<file path="src/rtl/freq_counter_lut.sv">
// freq_counter_lut: measures the sig period, divides K/period to get freq in 100 Hz units, and maps it to a capacitor state code
//   clk   system clock          rst_n  async active-low reset
//   sig   async RF square wave  freq   frequency in 100 Hz units, saturating at 16383
//   state cap code 0..79        upd    one-cycle pulse when state changes
module freq_counter_lut #(
  parameter int CLK_HZ = 40_000_000,
  parameter int PW = 20,
  parameter int KW = 24
) (
  input  logic        clk,
  input  logic        rst_n,
  input  logic        sig,
  output logic [13:0] freq,
  output logic [6:0]  state,
  output logic        upd
);
  localparam logic [KW-1:0] K = KW'(CLK_HZ / 100);
  localparam logic [PW-1:0] MAX = '1;
  localparam int IW = $clog2(KW);
  typedef enum logic [1:0] {IDLE, DIV, DONE} st_t;
  st_t st, st_n;
  logic s1, s2, prev, seen, pend_v;
  logic edg, cap, tout, start_cap, start_pend, start, ge;
  logic [PW-1:0] cnt, pend, dvs, rem, dv_in;
  logic [PW:0] sh, nrem;
  logic [KW-1:0] quo;
  logic [IW-1:0] it;
  logic [13:0] off;
  logic [6:0] lut;
  assign edg = s2 & ~prev;
  // the first edge after reset or timeout only arms the counter
  assign cap = edg & seen;
  assign tout = (cnt == MAX) & ~edg & seen;
  // a finishing divide serves the pending period first; a fresh capture then queues
  assign start_pend = (st == DONE) & pend_v;
  assign start_cap = cap & ((st == IDLE) | ((st == DONE) & ~pend_v));
  assign start = start_pend | start_cap;
  assign dv_in = start_pend ? pend : cnt;
  assign sh = {rem, quo[KW-1]};
  assign ge = sh >= {1'b0, dvs};
  assign nrem = ge ? sh - {1'b0, dvs} : sh;
  assign off = freq - 14'd500;
  assign lut = freq < 14'd500 ? 7'd0 : freq >= 14'd2996 ? 7'd79 : 7'(off[13:5]) + 7'd1;
  always_comb begin
    st_n = st;
    if (tout) st_n = IDLE;
    else if (start) st_n = DIV;
    else if (st == DIV && it == IW'(KW - 1)) st_n = DONE;
    else if (st == DONE) st_n = IDLE;
  end
  always_ff @(posedge clk or negedge rst_n) begin
    if (!rst_n) begin
      {s1, s2, prev, seen, pend_v, upd} <= '0;
      st <= IDLE;
      cnt <= '0;
      pend <= '0;
      dvs <= '0;
      rem <= '0;
      quo <= '0;
      it <= '0;
      freq <= '0;
      state <= '0;
    end else begin
      s1 <= sig;
      s2 <= s1;
      prev <= s2;
      st <= st_n;
      cnt <= edg ? PW'(1) : cnt == MAX ? cnt : cnt + PW'(1);
      seen <= tout ? 1'b0 : edg ? 1'b1 : seen;
      if (cap && !start_cap) begin
        pend <= cnt;
        pend_v <= 1'b1;
      end else if (start_pend || tout) pend_v <= 1'b0;
      if (start) begin
        dvs <= dv_in;
        rem <= '0;
        quo <= K;
        it <= '0;
      end else if (st == DIV) begin
        rem <= nrem[PW-1:0];
        quo <= {quo[KW-2:0], ge};
        it <= it + IW'(1);
      end
      if (tout) freq <= '0;
      else if (st == DONE) freq <= |quo[KW-1:14] ? 14'h3fff : quo[13:0];
      state <= lut;
      upd <= lut != state;
    end
  end
endmodule

</file>
<file path="config.mk">
export PLATFORM = sky130hd
export DESIGN_NAME = freq_counter_lut
export DESIGN_NICKNAME = d
export VERILOG_FILES = /design/src/rtl/freq_counter_lut.sv
export SDC_FILE = /design/constraint.sdc
export NUM_CORES = 1
export LEC_CHECK = 0
export CAP_MARGIN = 20
export CORE_ASPECT_RATIO = 2
export CORE_UTILIZATION = 50
export DETAILED_ROUTE_END_ITERATION = 10
export HOLD_SLACK_MARGIN = 0.02
export PLACE_DENSITY = 0.67
export SKIP_CTS_REPAIR_TIMING = 1
export SLEW_MARGIN = 25
export SYNTH_ARGS = -nofsm -noshare
export SYNTH_HDL_FRONTEND = slang
export SYNTH_SLANG_ARGS = --single-unit
</file>
<file path="constraint.sdc">
create_clock -name clk -period 2.9 [get_ports clk]
set_input_delay 0.435 -clock clk [delete_from_list [all_inputs] [get_ports clk]]
set_output_delay 0.435 -clock clk [all_outputs]
set_load 0.03 [all_outputs]
</file>
==> impl_metrics.ini, run 1 <==
[status]
outcome = complete, no violations

[synthesis]
ys_top_cells_by_count = 138 x dfrtp_1, 97 x nand2_1, 74 x nor2_1, 56 x o21ai_0, 50 x nand3_1
ys_ff_latch = 138
syn-num-nets = 797
synthFlopType = dfrtp_1
synth.most_common_cell = dfrtp_1
synth_edf_count = 0
synthArstFlopShare_pct = 100
netlist_top_cells_area = dfrtp_1 48%, nand2_1 5.0%, ha_1 4.0%, o21ai_0 3.9%, nor2_1 3.8%
synth_top_area_share_pct = 47.7
synthCells = 770
synth.distinct_cells = 61
synth_top_area_cell = dfrtp_1
yosysWarnings = 0
synth_sequential_area_ratio_pct = 47.7
synth_area_um2 = 7240
avgSynthCellArea_um2 = 9.40

[timing]
period_share_pct = 96.5
timing.final.hold_violations = 0
setup_violations = 0
fin_crit_ns = 2.80
fmax_ghz = 0.357
fin_setup_tns_ns = 0
fin_hold_ws_ns = 0.362
rsz0062_at_grt = no
max_slew_margin_pct = 43.8
finalMaxSlewViolations = 0
worstMarginPinSlew_ns = 0.841
finalClockSkew_ns = 0.00913

[finish]
multi_input_area_um2 = 3520
nets = 817
diodes = 0
seqCellArea_um2 = 3450
fin_cells = 991
area_delta_synth_final_pct = 15.0
fin_util_pct = 59.3
nFillCells = 1257
drive_gt1_share_pct = 11.2

[min_path]
hp-class = register to register

[grt]
grt-busiest-layer = met2
grt_pass1_wl_mm = 28.4
grt_max_degree = 60
grtUsageMet2_pct = 48.0
use_met1_pct = 24.5
antenna_found_initial = 0
grt_use_total_pct = 24.9
grt_pass1_vias = 5953
use_met3_pct = 3.53
grt_overflow = 0

[critical_path]
arrival_ns = 3.09
required_ns = 3.19
cpPeakStageDelay_ns = 0.39
slowest_stage = dfrtp_1
crit_fanout = 10
worst_setup_path_end_kind = register
crit_chain = inv_1 > ha_1 > nor2b_1 > o21bai_1 > a21oi_2 > o31ai_2 > a21oi_1 > a211o_1 > buf_4 > nand2_1 > o21ai_0
crit_type = register to register
startpoint_type = register

[clock_tree]
clock_sinks = 138
cts_buffer_depth = 2
h-tree-depth = 4
clk_pin_slew_worst_paths_ns = 0.06
cts-root-buf = clkbuf_16
clock_latency_ns = 0.41
cts_buffers = 17
cts_tree = yes

[placed_design]
port_buffers = 24
dpl.cell_count = 959
routabilityCongestion = 0.952
place_hpwl_mm = 12.5

[drt]
first_pass_iters = 5
drt.antenna.violating_nets = 0
finalWirelength_mm = 17.4
drtIter0Drc = 300
drc = 0
wl_per_cell_um = 17.5
num_vias = 5837
via_per_inst = 5.89

[floorplan]
die_h_um = 172
initial_utilization_pct = 51.6
ioPinCount = 25
dieWidth_um = 87.1
core-area_um2 = 14000
num_rows = 61
die-area_um2 = 15000

[pwr]
power_density_nw_per_um2 = 1210
ir_drop_uv = 488
power_mw = 10.1
power_leakage_nw = 3.83

[job]
maxCapViolations = 0
==> worst max-delay path, delay by kind of cell (launching register included) <==
kind	cells	cell delay, ns
buf+inv	2	0.25
flops	1	0.39
compound gates	6	1.33
fa+ha+maj	1	0.33
simple gates	2	0.36
==> routing by layer <==
metal / vias to the layer above / wire length (um)
met4: 0 / 732
met5: - / 0
met1: 2889 / 6350
li1: 2764 / -
met2: 137 / 9880
met3: 47 / 407
==> sequential cells by signal, summed over array words and instances (netlist names) <==
register  flops
dvs          20
rem          20
freq         14
state         7
s1            1
seen          1
quo          24
pend         20
it            5
st            2
upd           1
pend_v        1
s2            1
cnt          20
prev          1
==> area by class of cell <==
| type | count | area share, % |
|---|---|---|
| multi-input combinational | 562 | 42.2 |
| sequential | 138 | 41.5 |
| clock buffer | 17 | 5.11 |
| timing repair buffer | 44 | 4.88 |
| tap | 189 | 2.84 |
| clock inverter | 14 | 2.25 |
| inverter | 27 | 1.22 |
==> layout by cell type (no fill, tap or decap), types with 4 or more instances in the layout <==
cell	n
clkbuf_16	17
a21oi_1	33
dfrtp_1	138
inv_6	4
or3_1	6
inv_1	27
nor3_1	14
o21a_1	4
buf_4	18
xnor2_1	12
xor2_1	25
a211oi_1	4
and3_1	5
clkdlybuf4s50_1	23
o21ai_0	56
o31ai_1	4
a32oi_1	9
nand4_1	14
nor2b_1	7
a31oi_1	6
nand3_1	50
a21o_1	11
ha_1	23
o22ai_1	14
mux2_2	21
nor4_1	4
nor2_1	73
nand2_1	97
mux2i_1	23
==> cells by family after synthesis <==
| group | after synthesis | synth area share (%) |
|---|---|---|
| buffers and inverters | 70 | 4.10 |
| adder cells (fa/ha/maj) | 24 | 4.25 |
| AND/OR/NAND/NOR | 292 | 18.7 |
| flip-flops | 138 | 47.7 |
| XOR/XNOR | 38 | 4.60 |
| multiplexers | 44 | 6.45 |
| AO/OA/AOI/OAI | 164 | 14.2 |
==> worst paths after layout <==
path / startpoint / cells past startpoint / endpoint / slack (ns)
min in group asynchronous: rst_n / 2 / it[0] / 0.55
max in group asynchronous: rst_n / 3 / dvs[16] / 1.49
worst min register to register: s1 / 0 / s2 / 0.36
worst max register to register: dvs[1] / 11 / rem[12] / 0.10
worst min-delay path: s1 / 0 / s2 / 0.36
worst max-delay path: dvs[1] / 11 / rem[12] / 0.10
==> power by group <==
part	switching [mW]	internal (mW)
clock network	0.886	1.37
logic	2.81	1.90
registers	0.556	2.54
total	4.25	5.81
==> stage by stage <==
stage	instance area (um2)	worst slack [ns]
2_1_floorplan	7240	0.328
3_3_place_gp	7690	0.0797
3_5_place_dp	7690	0.0394
4_1_cts	8300	0.0237
5_1_grt	8330	0.00946
6_report	8330	0.103
Power figures use the tool's default switching activity.
==> run 2: changes to the inputs <==
--- a/config.mk
+++ b/config.mk
@@ -6,4 +6,5 @@
 export NUM_CORES = 1
 export LEC_CHECK = 0
+export ABC_AREA = 1
 export CAP_MARGIN = 20
 export CORE_ASPECT_RATIO = 2
==> constraint.sdc (replaced) <==
create_clock -name clk -period 2.9 [get_ports clk]
set_input_delay 0.435 -clock clk [delete_from_list [all_inputs] [get_ports clk]]
set_output_delay 0.435 -clock clk [all_outputs]
set_load 0.005 [all_outputs]
==> run 2 against run 1 <==
Effect of this change:
- the flow now finishes with violations (negative hold slack)
- maximum frequency up 3.5%
- setup slack improved by 0.094 ns
- non-clock buffer count is 6 lower
- clock-buffer cell count grew 2
- flip-flop and latch count did not move
- clock power barely moved
- cell count rose by 21%
- via count grew 11%
- power is 3.4% higher
- core utilization is 0.54 points lower
- sequential power is essentially flat
- die area grew 5.7%
- critical endpoint is now rem[16]
- largest cell class unchanged
==> impl_metrics.ini, run 2 <==
[status]
outcome = finished with violations
violations = negative hold slack

[drt]
met1_length_mm = 6.95
route.met2.wl_mm = 11.0
num_vias = 6496
wl_met3_um = 462
via_per_inst = 5.41
drt.antenna.violating_nets = 0
top_layer = met4
drtIter0Drc = 348
drc = 0
wl_per_cell_um = 16.3
first_pass_iters = 5
finalWirelength_mm = 19.6

[placed_design]
port_buffers = 24
routabilityCongestion = 0.984
dpl.cell_count = 1168
place_hpwl_mm = 14.6

[synthesis]
synth_fa_ha_area_share_pct = 4.02
yosysWarnings = 0
synthFlopType = dfrtp_1
ys_ff_latch = 138
synthCells = 962
synth_compound_area_share_pct = 17.0
synth_mux_area_share_pct = 0
synth_sequential_area_ratio_pct = 45.1
ys_top_cells_by_count = 214 x nand2_1, 139 x inv_1, 138 x dfrtp_1, 69 x o21ai_0, 64 x nor2_1
synthSimpleGateAreaFrac_pct = 22.6
synth.distinct_cells = 43
synth_xor_xnor_area_share_pct = 1.71
synthArstFlopShare_pct = 100
syn-num-nets = 989
synth_edf_count = 0
avgSynthCellArea_um2 = 7.97
netlist_top_cells_area = dfrtp_1 45%, nand2_1 10%, inv_1 6.8%, o21ai_0 4.5%, ha_1 3.8%
synth_top_family_by_area = simple AND/OR/NAND/NOR gates
synth.most_common_cell = nand2_1
synth_area_um2 = 7660
synth_top_area_share_pct = 45.1
synth_top_area_cell = dfrtp_1

[pwr]
power_frac_clock_pct = 21.7
pwr-share-seq_pct = 29.6
power_leakage_nw = 4.25
power_density_nw_per_um2 = 1190
ir_drop_uv = 523
p_int_mw = 5.92
swShare_pct = 43.0
p_comb_share_pct = 48.7
netSwitchingPower_mw = 4.48

[critical_path]
required_ns = 3.21
slowest_stage = fa_1
cpPeakStageDelay_ns = 0.45
crit_type = register to register
crit_buf_inv = 0
cpMostUsedCell = nand2_1
arrival_ns = 3.01
crit_chain = ha_1 > fa_1 > o21ai_1 > nand2_1 > nand2_1 > nand3_1 > nand2_1 > nand2_1 > nand3_1 > nand3_1 > nand3_1 > nand2_1
reg2reg_from = dvs[0]
startpoint_type = register
crit_fanout = 4
worst_setup_path_end_kind = register
path_delay_family = simple AND/OR/NAND/NOR gates
timing.critical_path.from = dvs[0]

[clock_tree]
clock_sinks = 138
cts_tree = yes
clock_latency_ns = 0.43
cts_buffers = 17
cts_buffer_depth = 2
h-tree-depth = 4
cts-root-buf = clkbuf_16
clk_pin_slew_worst_paths_ns = 0.06

[finish]
drive_gt1_share_pct = 10.2
fin_cells = 1200
nFillCells = 1394
largest_register = quo
diodes = 0
seqCellArea_um2 = 3450
area_delta_synth_final_pct = 14.2
multi_input_area_um2 = 3480
nets = 1019
layout_common_cells = 214 x nand2_1, 139 x inv_1, 138 x dfrtp_1
largest_register_ffs = 24
final_common_cell = nand2_1

[timing]
finalMaxSlewViolations = 0
setup_violations = 0
fmax_ghz = 0.370
timing.final.hold_violations = 3
max_slew_margin_pct = 53.9
period_share_pct = 93.2
fin_hold_ws_ns = -0.000694
fin_setup_tns_ns = 0
finalClockSkew_ns = 0.0102
fin_crit_ns = 2.70
rsz0062_at_grt = no
worstMarginPinSlew_ns = 0.690

[grt]
grt_max_degree = 70
antenna_found_initial = 0
grt_overflow = 0
grt_pass1_wl_mm = 31.4
grt_use_total_pct = 27.1
grt_pass1_vias = 6363

[floorplan]
dieWidth_um = 89.5
core-area_um2 = 14900
num_rows = 63
ioPinCount = 25
die_h_um = 177
initial_utilization_pct = 51.4
die-area_um2 = 15900

[job]
maxCapViolations = 0

[min_path]
hp-class = primary input to async pin
[run 2: cell type report]
class	instances	share of cell area, %
clock buffer	19	5.17
clock inverter	13	1.93
inverter	159	6.82
multi-input combinational	638	39.7
sequential	138	39.4
tap	195	2.79
timing repair buffer	38	4.10
[run 2: metrics by stage]
step | util (%) | power [mW] | instance area [um2] | setup slack [ns] | hold slack [ns]
floorplan | - | 6.67 | 7660 | 0.891 | 0.139
global placement | 54.6 | 8.04 | 8130 | 0.409 | 0.341
detailed placement | 54.6 | 8.10 | 8130 | 0.377 | 0.343
CTS | 58.8 | 10.4 | 8750 | 0.355 | 0.0298
global route | 58.8 | 11.3 | 8750 | 0.0192 | 0.0616
finish | 58.8 | 10.4 | 8750 | 0.196 | -0.000694
[run 2: per-layer routing]
metal / vias to the layer above / track usage, %
li1: 3238 / -
met1: 3079 / 25.8
met2: 123 / 51.2
met3: 56 / 4.10
met4: 0 / 17.0
met5: - / 0
[run 2: path summary, 6_finish.rpt]
kind                            endpoint  slack [ns]  depth (start not counted)
worst max-delay path             rem[16]        0.20                         12
worst min-delay path             freq[3]     -0.0007                          1
worst max register to register   rem[16]        0.20                         12
worst min register to register        s2        0.35                          0
max in group asynchronous         quo[0]        2.17                          2
min in group clk                      s2        0.35                          0
[run 2: logic make-up (layout without fill, tap and decap cells)]
| logic type | after synthesis | in the layout |
|---|---|---|
| simple gates | 387 | 387 |
| fa+ha+maj | 24 | 24 |
| buf+inv | 186 | 229 |
| flops | 138 | 138 |
| compound gates | 212 | 212 |
| xor+xnor | 15 | 15 |
[run 2: power by group through the flow]
stage               registers [mW]  logic (mW)  clock network (mW)
floorplan                     3.01        3.67                   0
global placement              3.09        4.95                   0
detailed placement            3.11        5.00                   0
CTS                           3.08        5.03                2.30
global route                  3.17        5.75                2.38
finish                        3.08        5.06                2.26
==> run 3: changes to the inputs <==
PLACE_DENSITY = default   (was 0.67)
PLACE_DENSITY_LB_ADDON = 0.25   (was default)
SETUP_SLACK_MARGIN = 0.3   (was default)
==> run 3 against run 2 <==
Effect of this change:
- the run now ends clean
- via count about the same
- hold slack better by 0.35 ns
- power up 1.0%
- combinational power down 0.8%
- global-route usage about the same
- sequential share of layout area down 0.21 points
- clock skew about the same
- die area unchanged
- flip-flop and latch count unchanged
- critical path type unchanged
- critical endpoint is now rem[18]
- highest routed layer unchanged
==> impl_metrics.ini, run 3 (same netlist as run 2, synthesis figures left out) <==
[critical_path]
reg2reg_slack_ns = 0.46
crit_fanout = 4
cp-endpoint = rem[18]
rr_worst_depth = 8
required_ns = 3.21
crit_type = register to register
worst_setup_path_end_kind = register
arrival_ns = 2.75
timing.critical_path.from = rem[9]
reg2reg_from = rem[9]
startpoint_type = register
r2r-end = rem[18]

[finish]
nFillCells = 1346
area_delta_synth_final_pct = 14.8
fin_util_pct = 59.1
design_area_um2 = 8800
final_common_cell = nand2_1
nets = 1019
largest_register_ffs = 24
drive_gt1_share_pct = 10.2
layout_common_cells = 214 x nand2_1, 139 x inv_1, 138 x dfrtp_1
diodes = 0
largest_register = quo

[placed_design]
place_hpwl_mm = 14.3
port_buffers = 24
placed_area_um2 = 8130
routabilityCongestion = 0.972

[clock_tree]
clock_latency_ns = 0.43
cts_tree = yes
clock_sinks = 138
clk_pin_slew_worst_paths_ns = 0.06
h-tree-depth = 4
cts_buffer_depth = 2
cts_buffers = 17
cts-root-buf = clkbuf_16

[timing]
timing.final.hold_violations = 0
fin_crit_ns = 2.44
max_slew_margin_pct = 41.7
fin_setup_tns_ns = 0
rsz0062_at_grt = no
period_share_pct = 84.1
fmax_ghz = 0.410
finalMaxSlewViolations = 0
setup_violations = 0
worstMarginPinSlew_ns = 0.867
finalClockSkew_ns = 0.0105

[job]
maxCapViolations = 0

[floorplan]
num_rows = 63
initial_utilization_pct = 51.4
die-area_um2 = 15900
ioPinCount = 25
core-area_um2 = 14900
dieWidth_um = 89.5
die_h_um = 177

[grt]
grt_pass1_vias = 6538
antenna_found_initial = 0
grt_overflow = 0
grt_pass1_wl_mm = 31.7
grt_max_degree = 60
grt_use_total_pct = 27.0

[pwr]
power_density_nw_per_um2 = 1190
ir_drop_uv = 536
power_leakage_nw = 4.27

[min_path]
hp-class = register to register

[drt]
drc = 0
num_vias = 6501
via_per_inst = 5.42
wl_per_cell_um = 15.9
first_pass_iters = 5
drtIter0Drc = 310
finalWirelength_mm = 19.0
drt.antenna.violating_nets = 0

[status]
outcome = complete, no violations
## run 3: cell count changes in the layout (fill, tap and decap cells not counted), sizes merged
cell | before | now
clkbuf | 19 | 20
inv | 160 | 159
dlygate4sd3 | 0 | 1
clkinv | 5 | 2
bufinv | 3 | 5
buf | 15 | 14
## run 3: how the worst min path moves through the flow
| stage | start | end | slack (ns) | cells after the start |
|---|---|---|---|---|
| after floorplan | rst_n | cnt[0] | 0.14 | 0 |
| after global placement | s1 | s2 | 0.34 | 0 |
| after detailed placement | s1 | s2 | 0.34 | 0 |
| after CTS | rst_n | freq[7] | -0.02 | 1 |
| after global routing | s1 | s2 | 0.37 | 0 |
| final | s1 | s2 | 0.35 | 0 |
## run 3: routing by layer
metal / vias to the layer above / GRT usage, % / routed length [um]
met5: - / 0 / 0
met4: 0 / 19.7 / 1310
met3: 66 / 4.57 / 456
met2: 134 / 49.3 / 10700
met1: 3060 / 26.0 / 6580
li1: 3241 / - / -
## run 3: power by group
part	total [mW]	switching (mW)	internal (mW)	leakage (nW)
logic	5.02	3.09	1.94	2.21
registers	3.09	0.491	2.60	1.75
clock network	2.39	0.828	1.56	0.304
total	10.5	4.40	6.10	4.27
## run 3: cell type report
cell class              instances  area [um2]  area share (%)
flip-flops and latches        138        3450            39.2
multi-input cells             638        3490            39.7
clock inverters                11         194            2.20
inverters                     159         597            6.78
well taps                     195         244            2.77
repair buffers                 38         362            4.11
clock buffers                  20         457            5.19
## run 3: per-stage QoR
stage          hold slack, ns  power [mW]  cells  setup WS [ns]
3_5_place_dp            0.338        8.07   1167          0.410
6_report                0.353        10.5   1199          0.460
3_3_place_gp            0.342        7.99   1167          0.424
4_1_cts               -0.0162        10.5   1198          0.382
2_1_floorplan           0.139        6.67    962          0.891
5_1_grt                 0.369        11.4   1199          0.323
## run 3: worst max-delay path, cell delays in order, from the launching register on
cell	delay, ns
dfrtp_1	0.40
ha_1	0.36
nand2_1	0.14
nor4_1	0.78
nand4_1	0.28
nand4_1	0.15
nand3_1	0.08
nand2_1	0.06
o21ai_1	0.06
